<file path="src/rtl/four_bit_demux_reg_pkg.sv">
// Shared constants and types for the registered 1-to-4 demultiplexer.
package four_bit_demux_reg_pkg;

  localparam int WIDTH_DEF = 4;
  localparam int NUM_CH    = 4;

  typedef logic [1:0] ch_idx_t;

  localparam ch_idx_t CH0 = 2'b00;
  localparam ch_idx_t CH1 = 2'b01;
  localparam ch_idx_t CH2 = 2'b10;
  localparam ch_idx_t CH3 = 2'b11;

endpackage

</file>
<file path="src/rtl/four_bit_demux_reg_chan.sv">
// One held output channel: a data register plus a flag that says it was written.
// Clear has priority over write; otherwise the channel holds.
module demux_chan_reg
  import four_bit_demux_reg_pkg::*;
#(
  parameter int WIDTH = WIDTH_DEF
) (
  input  logic             clk,
  input  logic             rst,
  input  logic             clr,
  input  logic             we,
  input  logic [WIDTH-1:0] d,
  output logic [WIDTH-1:0] q,
  output logic             v
);

  logic [WIDTH-1:0] q_q, q_d;
  logic             v_q, v_d;

  // Next-state for the channel: clear wins, then write, else hold.
  always_comb begin
    q_d = q_q;
    v_d = v_q;
    if (clr) begin
      q_d = '0;
      v_d = 1'b0;
    end else if (we) begin
      q_d = d;
      v_d = 1'b1;
    end
  end

  // Channel state register with asynchronous reset.
  always_ff @(posedge clk or posedge rst) begin
    if (rst) begin
      q_q <= '0;
      v_q <= 1'b0;
    end else begin
      q_q <= q_d;
      v_q <= v_d;
    end
  end

  assign q = q_q;
  assign v = v_q;

endmodule

</file>
<file path="src/rtl/four_bit_demux_reg.sv">
// Registered 1-to-4 demultiplexer. A load writes din into the channel picked by
// sel (direct mode) or by a wrap-around pointer (auto mode), and reports valid
// flags, a full flag, an overwrite pulse and the last written channel.
module four_bit_demux_reg
  import four_bit_demux_reg_pkg::*;
#(
  parameter int WIDTH = WIDTH_DEF,
  parameter int NCH   = NUM_CH
) (
  input  logic             clk,
  input  logic             rst,
  input  logic [WIDTH-1:0] din,
  input  logic [1:0]       sel,
  input  logic             load,
  input  logic             auto,
  input  logic             clr,
  output logic [WIDTH-1:0] y0,
  output logic [WIDTH-1:0] y1,
  output logic [WIDTH-1:0] y2,
  output logic [WIDTH-1:0] y3,
  output logic [NCH-1:0]   vld,
  output logic             full,
  output logic             ovr,
  output logic [1:0]       last_ch,
  output logic [1:0]       ptr
);

  ch_idx_t          tgt;
  ch_idx_t          ptr_q, ptr_d;
  ch_idx_t          last_ch_q, last_ch_d;
  logic             ovr_q, ovr_d;
  logic [NCH-1:0]   chan_we;
  logic [WIDTH-1:0] chan_q [NCH];

  // Target decode, pointer advance, overwrite detection and last-channel tracking.
  // The overwrite flag looks at the valid bit before this load sets it.
  always_comb begin
    tgt       = auto ? ptr_q : ch_idx_t'(sel);
    ptr_d     = ptr_q;
    last_ch_d = last_ch_q;
    ovr_d     = 1'b0;
    if (clr) begin
      ptr_d     = CH0;
      last_ch_d = CH0;
    end else if (load) begin
      last_ch_d = tgt;
      ovr_d     = vld[tgt];
      if (auto) begin
        ptr_d = ptr_q + 2'd1;
      end
    end
  end

  // Per-channel write enables; channels themselves give clear priority over write.
  always_comb begin
    chan_we = '0;
    for (int i = 0; i < NCH; i++) begin
      chan_we[i] = load && (tgt == ch_idx_t'(i));
    end
  end

  for (genvar g = 0; g < NCH; g++) begin : g_chan
    demux_chan_reg #(.WIDTH(WIDTH)) u_chan (
      .clk (clk),
      .rst (rst),
      .clr (clr),
      .we  (chan_we[g]),
      .d   (din),
      .q   (chan_q[g]),
      .v   (vld[g])
    );
  end

  // Pointer, last-channel and overwrite registers with asynchronous reset.
  always_ff @(posedge clk or posedge rst) begin
    if (rst) begin
      ptr_q     <= CH0;
      last_ch_q <= CH0;
      ovr_q     <= 1'b0;
    end else begin
      ptr_q     <= ptr_d;
      last_ch_q <= last_ch_d;
      ovr_q     <= ovr_d;
    end
  end

  assign y0      = chan_q[0];
  assign y1      = chan_q[1];
  assign y2      = chan_q[2];
  assign y3      = chan_q[3];
  assign full    = &vld;
  assign ovr     = ovr_q;
  assign last_ch = last_ch_q;
  assign ptr     = ptr_q;

endmodule

</file>
<file path="config.mk">
export PLATFORM = sky130hd
export DESIGN_NAME = four_bit_demux_reg
export DESIGN_NICKNAME = d
export VERILOG_FILES = /design/src/rtl/four_bit_demux_reg_pkg.sv /design/src/rtl/four_bit_demux_reg_chan.sv /design/src/rtl/four_bit_demux_reg.sv
export SDC_FILE = /design/constraint.sdc
export NUM_CORES = 1
export LEC_CHECK = 0
export ABC_CLOCK_PERIOD_IN_PS = 3300
export CAP_MARGIN = 20
export CORE_ASPECT_RATIO = 1.4
export CORE_MARGIN = 2
export CORE_UTILIZATION = 29
export DETAILED_ROUTE_END_ITERATION = 6
export HOLD_SLACK_MARGIN = 0.12
export SLEW_MARGIN = 25
export SYNTH_ARGS = -nofsm -noshare
export SYNTH_HDL_FRONTEND = slang
export SYNTH_SLANG_ARGS = --single-unit
</file>
<file path="constraint.sdc">
create_clock -name clk -period 3.3 [get_ports clk]
set_input_delay 0.33 -clock clk [delete_from_list [all_inputs] [get_ports clk]]
set_output_delay 0.33 -clock clk [all_outputs]
set_load 0.05 [all_outputs]
</file>
==> results of run 1 <==
## cells in the final DEF (no fill, tap or decap)
master and n:
a21oi_1 4, o21ai_4 1, a211oi_1 2, o21ai_0 1
inv_1 4, nor3b_1 3, inv_2 1, nand2_1 1
nor2_1 4, clkdlybuf4s50_1 36, nor4_1 1, mux4_2 1
dfrtp_1 25, clkinvlp_4 1, mux2i_1 18, clkbuf_8 3
and3b_1 4, nand3_1 1, nand2b_1 20, o21a_1 1
nor3_1 1, xor2_1 2, and3_1 1, o21ai_2 2
## path summary, 6_finish.rpt
kind / to / cells past startpoint / from
setup / recovery: full / 3 / g_chan[0].u_chan.v
hold reg to reg: g_chan[3].u_chan.q[0] / 2 / g_chan[3].u_chan.q[0]
setup reg to reg: ovr / 3 / ptr[1]
hold / removal: ovr / 2 / rst
min in group clk: g_chan[3].u_chan.q[0] / 2 / g_chan[3].u_chan.q[0]
max in group asynchronous: g_chan[0].u_chan.q[3] / 2 / rst
## metal layers
layer	global-route usage, %	vias to the layer above	part of all wire [%]
li1	-	416	-
met4	4.09	0	0.85
met5	0	-	0
met3	3.34	2	6.6
met1	14.8	441	41
met2	21.0	27	51
## logic make-up after synthesis
logic type	share of synthesized area, %
mux	16.6
xor+xnor	1.43
compound gates	6.66
flops	51.2
simple gates	18.3
buf+inv	5.74
## power groups by stage
stage	Sequential (mW)	Combinational, mW	Clock, mW
floorplan	0.371	0.0615	0
global placement	0.335	0.143	0
detailed placement	0.335	0.146	0
CTS	0.329	0.146	0.192
global route	0.332	0.154	0.206
finish	0.329	0.144	0.188
## flip-flops by register name, indices dropped and copies added, names as in the netlist
name / cells
g_chan.u_chan.v: 4
ptr: 2
last_ch: 2
ovr: 1
g_chan.u_chan.q: 16
## area by class of cell
class                   count  area (µm²)  share of cell area (%)
flip-flops and latches     25         626                    38.3
multi-input cells          68         526                    32.2
repair buffers             36         360                    22.1
well taps                  43        53.8                    3.30
clock buffers               3        41.3                    2.53
inverters                   5        18.8                    1.15
clock inverters             1        7.51                   0.460
## metrics by stage
stage               hold WS, ns  utilization (%)  setup slack [ns]  instances
floorplan                 0.357                -              1.04        107
global placement          0.536             39.7              1.14        177
detailed placement        0.541             39.7              1.08        177
CTS                       0.557             41.0              1.08        181
global route              0.475             41.0             0.998        181
finish                    0.410             41.0              1.08        181
## worst max-delay path, stage by stage, from the launching register on
cell and delay (ns):
dfrtp_1 0.38, inv_1 0.07, nor4_1 0.32, clkdlybuf4s50_1 0.86
==> out/metrics.cfg, run 1 <==
[timing]
maxSlewHeadroom_pct=46.8
tns_ns=0
fin_crit_sh_pct=67.3
tightest_slew_ns=0.795
rsz0062_at_grt=false
hold_violations=0
final.min_clock_period_ns=2.22
max_freq_mhz=450
final_max_slew_viol_count=0
finalClockSkew_ns=0.00554
setup_violations=0

[clock_network]
clock-sinks=25
clkLatencyLatePin_ns=0.27
cts_resized=0
clk_pin_slew_ns=0.09
cts_hold_buf=0
numCtsBuffers=3
clockBufferDepth=2
cts_tree=built
root_buffer=clkbuf_8
htree_levels=1
post-cts-setup-buffers=0

[global_route]
antenna_found_initial=0
grt_pass1_wl_um=4400
grt_usage_pct=12.3
gr-total-overflow=0
grt_pass1_vias=924
grt_max_degree=30

[drt]
final_antenna_net_count=0
drtPass1Iterations=6
drc=6
viasPerCell=4.90
drt_iter0_drc=55
vias=886
wl_um=2710
routedWlPerCell_um=15.0

[synth]
synth_fp_nets=118
synth_ff_type=dfrtp_1
ys_seq_area_share_pct=51.2
async_reset_ff_share_pct=100
synth_cell_type_count=23
synth_area_leaders=dfrtp_1, mux2i_1, nand2b_1
yosysTopAreaCell=dfrtp_1
yosys.cell_count.top_type=dfrtp_1
yosysWarnings=0
post-synth-top-area-fraction_pct=51.2
synth_area_per_cell_um2=11.4
synth_seq_cells=25
netlist_area_um2=1220
synth-edff-count=0
yosys-top-cells-count=dfrtp_1, nand2b_1, mux2i_1, inv_1
syn_inst=107

[pwr]
leakage_nw=0.749
p_sw_uw=202
power_uw=661
power_density_nw_per_um2=405
pwr-share-seq_pct=49.8
switching_share_pct=30.5
irDropWorstVdd_mv=0.180
p_clk_share_pct=28.4
intPower_uw=459
power_frac_comb_pct=21.8

[setup_path]
worstPathArrival_ns=1.89
rrSetupSlack_ns=1.74
critPathKind=reg -> out
endpoint_kind=output port
worstPathMaxFanout=3
required_ns=2.97
crit_path_start_kind=register

[floorplan]
rows=27
core_um2=3990
initial_utilization_pct=30.6
fp.dieW_um=58.8
dieArea_um2=4750
io_pins=37
fp.dieH_um=80.8

[place]
gp_congestion=0.775
dp_hpwl_um=2010
io_buffers=36
placed_area_um2=1580

[finish]
nFillCells=400
area_growth_pct=33.7
final_layout_size_suffix_gt1_share_pct=6.52
antenna_cells=0
finish.instance_area_um2=1630
finalNetCount=150

[run_status]
violations=DRC
status=finished, violations left

[hold_path]
holdCritPathClass=in -> async

[run]
cap_violations=0

No activity file was read; power rests on OpenSTA's default activity.
==> run 2, diff against run 1 <==
--- a/config.mk
+++ b/config.mk
@@ -5,7 +5,7 @@
 export SDC_FILE = /design/constraint.sdc
 export NUM_CORES = 1
 export LEC_CHECK = 0
-export ABC_CLOCK_PERIOD_IN_PS = 3300
+export ABC_CLOCK_PERIOD_IN_PS = 1800
 export CAP_MARGIN = 20
 export CORE_ASPECT_RATIO = 1.4
 export CORE_MARGIN = 2
==> constraint.sdc (replaced) <==
create_clock -name clk -period 1.8 [get_ports clk]
set_input_delay 0.18 -clock clk [delete_from_list [all_inputs] [get_ports clk]]
set_output_delay 0.18 -clock clk [all_outputs]
set_load 0.05 [all_outputs]
==> out/metrics.cfg, run 2 (synthesis results as in run 1) <==
[run_status]
status=finished, violations left  ; unchanged
violations=DRC  ; unchanged

[floorplan]
dieArea_um2=4750  ; unchanged
initial_utilization_pct=30.6  ; unchanged
fp.dieH_um=80.8  ; unchanged
io_pins=37  ; unchanged
rows=27  ; unchanged
fp.dieW_um=58.8  ; unchanged
core_um2=3990  ; unchanged

[place]
gp_congestion=0.780  ; was 0.775
dp_hpwl_um=2090  ; was 2010 µm
dpl_worst_slack_ns=-0.00305  ; was 1.08 ns
placed_cells=183  ; was 177
io_buffers=36  ; unchanged

[pwr]
power_frac_comb_pct=22.3  ; was 21.8%
leakage_nw=0.787  ; was 0.749 nW
p_clk_share_pct=27.8  ; was 28.4%
power_density_nw_per_um2=719  ; was 405 nW/µm²
intPower_uw=848  ; was 459 µW
irDropWorstVdd_mv=0.297  ; was 0.180 mV
p_sw_uw=366  ; was 202 µW
power_mw=1.21  ; was 661 µW
switching_share_pct=30.1  ; was 30.5%
pwr-share-seq_pct=49.9  ; was 49.8%

[setup_path]
path_cells=clkdlybuf4s50_1  ; was inv_1 > nor4_1 > clkdlybuf4s50_1
path_delay_family=buffers and inverters  ; unchanged
critPathKind=reg -> out  ; unchanged
endpoint_kind=output port  ; unchanged
worstPathMaxFanout=3  ; unchanged
max_stage_delay_ns=0.82  ; was 0.86 ns
crit_cells=1  ; was 3
setup.worst_path.start=g_chan[1].u_chan.v  ; was g_chan[0].u_chan.v
slowest_stage=clkdlybuf4s50_1  ; unchanged
ff2ff_path_depth=3  ; unchanged
worstPathArrival_ns=1.48  ; was 1.89 ns
r2r_start=ptr[1]  ; unchanged
required_ns=1.62  ; was 2.97 ns
critPathBufInv=1  ; was 2
crit_path_start_kind=register  ; unchanged

[global_route]
grt_max_degree=30  ; unchanged
gr-total-overflow=0  ; unchanged
grt_usage_pct=12.3  ; about the same
grt_pass1_wl_um=4370  ; was 4400 µm
grt_pass1_vias=920  ; was 924
antenna_found_initial=0  ; unchanged

[drt]
highest_layer=met3  ; was met4
wl_um=2750  ; was 2710 µm
drc=4  ; was 6
wl_met1_um=1170  ; was 1120 µm
final_antenna_net_count=0  ; unchanged
drtPass1Iterations=7  ; was 6
drt_iter0_drc=31  ; was 55
dr_wl_met2_um=1450  ; was 1380 µm
routedWlPerCell_um=14.7  ; was 15.0 µm
dr_wl_met3_um=137  ; was 180 µm
vias=914  ; was 886
viasPerCell=4.89  ; was 4.90

[finish]
final_common_cell=clkdlybuf4s50_1  ; unchanged
antenna_cells=0  ; unchanged
multi_input_area_um2=532  ; was 526 µm²
finalNetCount=156  ; was 150
layout_common_cells=clkdlybuf4s50_1, dfrtp_1, nand2b_1  ; unchanged
seq_area_um2=626  ; unchanged
nFillCells=401  ; was 400
largest_reg_flops=16  ; unchanged
final_cells=187  ; was 181
area_growth_pct=38.3  ; was 33.7%
final_layout_size_suffix_gt1_share_pct=12.5  ; was 6.52%

[timing]
max_freq_mhz=603
fin_crit_sh_pct=92.2
finalClockSkew_ns=0.00727  ; was 0.00554 ns
hold_violations=0  ; unchanged
rsz0062_at_grt=false  ; unchanged
final_max_slew_viol_count=0  ; unchanged
maxSlewHeadroom_pct=66.3  ; was 46.8%
final.min_clock_period_ns=1.66
fin_ws_ns=0.141  ; was 1.08 ns
setup_violations=0  ; unchanged
holdWs_ns=0.256  ; was 0.410 ns
tns_ns=0  ; unchanged
tightest_slew_ns=0.505  ; was 0.795 ns

[clock_network]
cts_resized=0  ; unchanged
clkLatencyLatePin_ns=0.27  ; about the same
numCtsBuffers=3  ; unchanged
clock-sinks=25  ; unchanged
cts_hold_buf=0  ; unchanged
post-cts-setup-buffers=0  ; unchanged
root_buffer=clkbuf_8  ; unchanged
htree_levels=1  ; unchanged
cts_tree=built  ; unchanged
clk_pin_slew_ns=0.09  ; about the same
clockBufferDepth=2  ; unchanged

[hold_path]
holdCritPathClass=in -> async  ; unchanged

[run]
cap_violations=0  ; unchanged

## run 2: routing by layer
layer | up-vias | global-route usage (%)
met2 | 26 | 21.9
met4 | 0 | 5.45
li1 | 429 | -
met1 | 459 | 14.1
met3 | 0 | 2.07
met5 | - | 0
## run 2: power by group through the flow
stage	Clock, mW	Combinational [mW]	Sequential, mW
floorplan	0	0.114	0.680
global placement	0	0.269	0.615
detailed placement	0	0.275	0.617
CTS	0.351	0.275	0.606
global route	0.376	0.288	0.608
finish	0.338	0.271	0.605
## run 2: cell type report
| type | count | area share (%) |
|---|---|---|
| Sequential cell | 25 | 37.0 |
| Inverter | 5 | 1.11 |
| Tap cell | 43 | 3.19 |
| Clock buffer | 3 | 2.44 |
| Clock inverter | 1 | 0.444 |
| Timing Repair Buffer | 42 | 24.3 |
| Multi-Input combinational cell | 68 | 31.5 |
## run 2: worst paths after layout
check                      slack, ns                     to
max                             0.14                 vld[1]
min                             0.26                    ovr
max reg2reg                     0.28                    ovr
min reg2reg                     0.56  g_chan[3].u_chan.q[0]
max in group asynchronous       1.29             last_ch[1]
min in group clk                0.56  g_chan[3].u_chan.q[0]
## run 2: per-stage QoR
step	util (%)	cell area [µm²]
floorplan	-	1230
global placement	41.1	1640
detailed placement	41.1	1640
CTS	42.4	1690
global route	42.4	1690
finish	42.4	1690
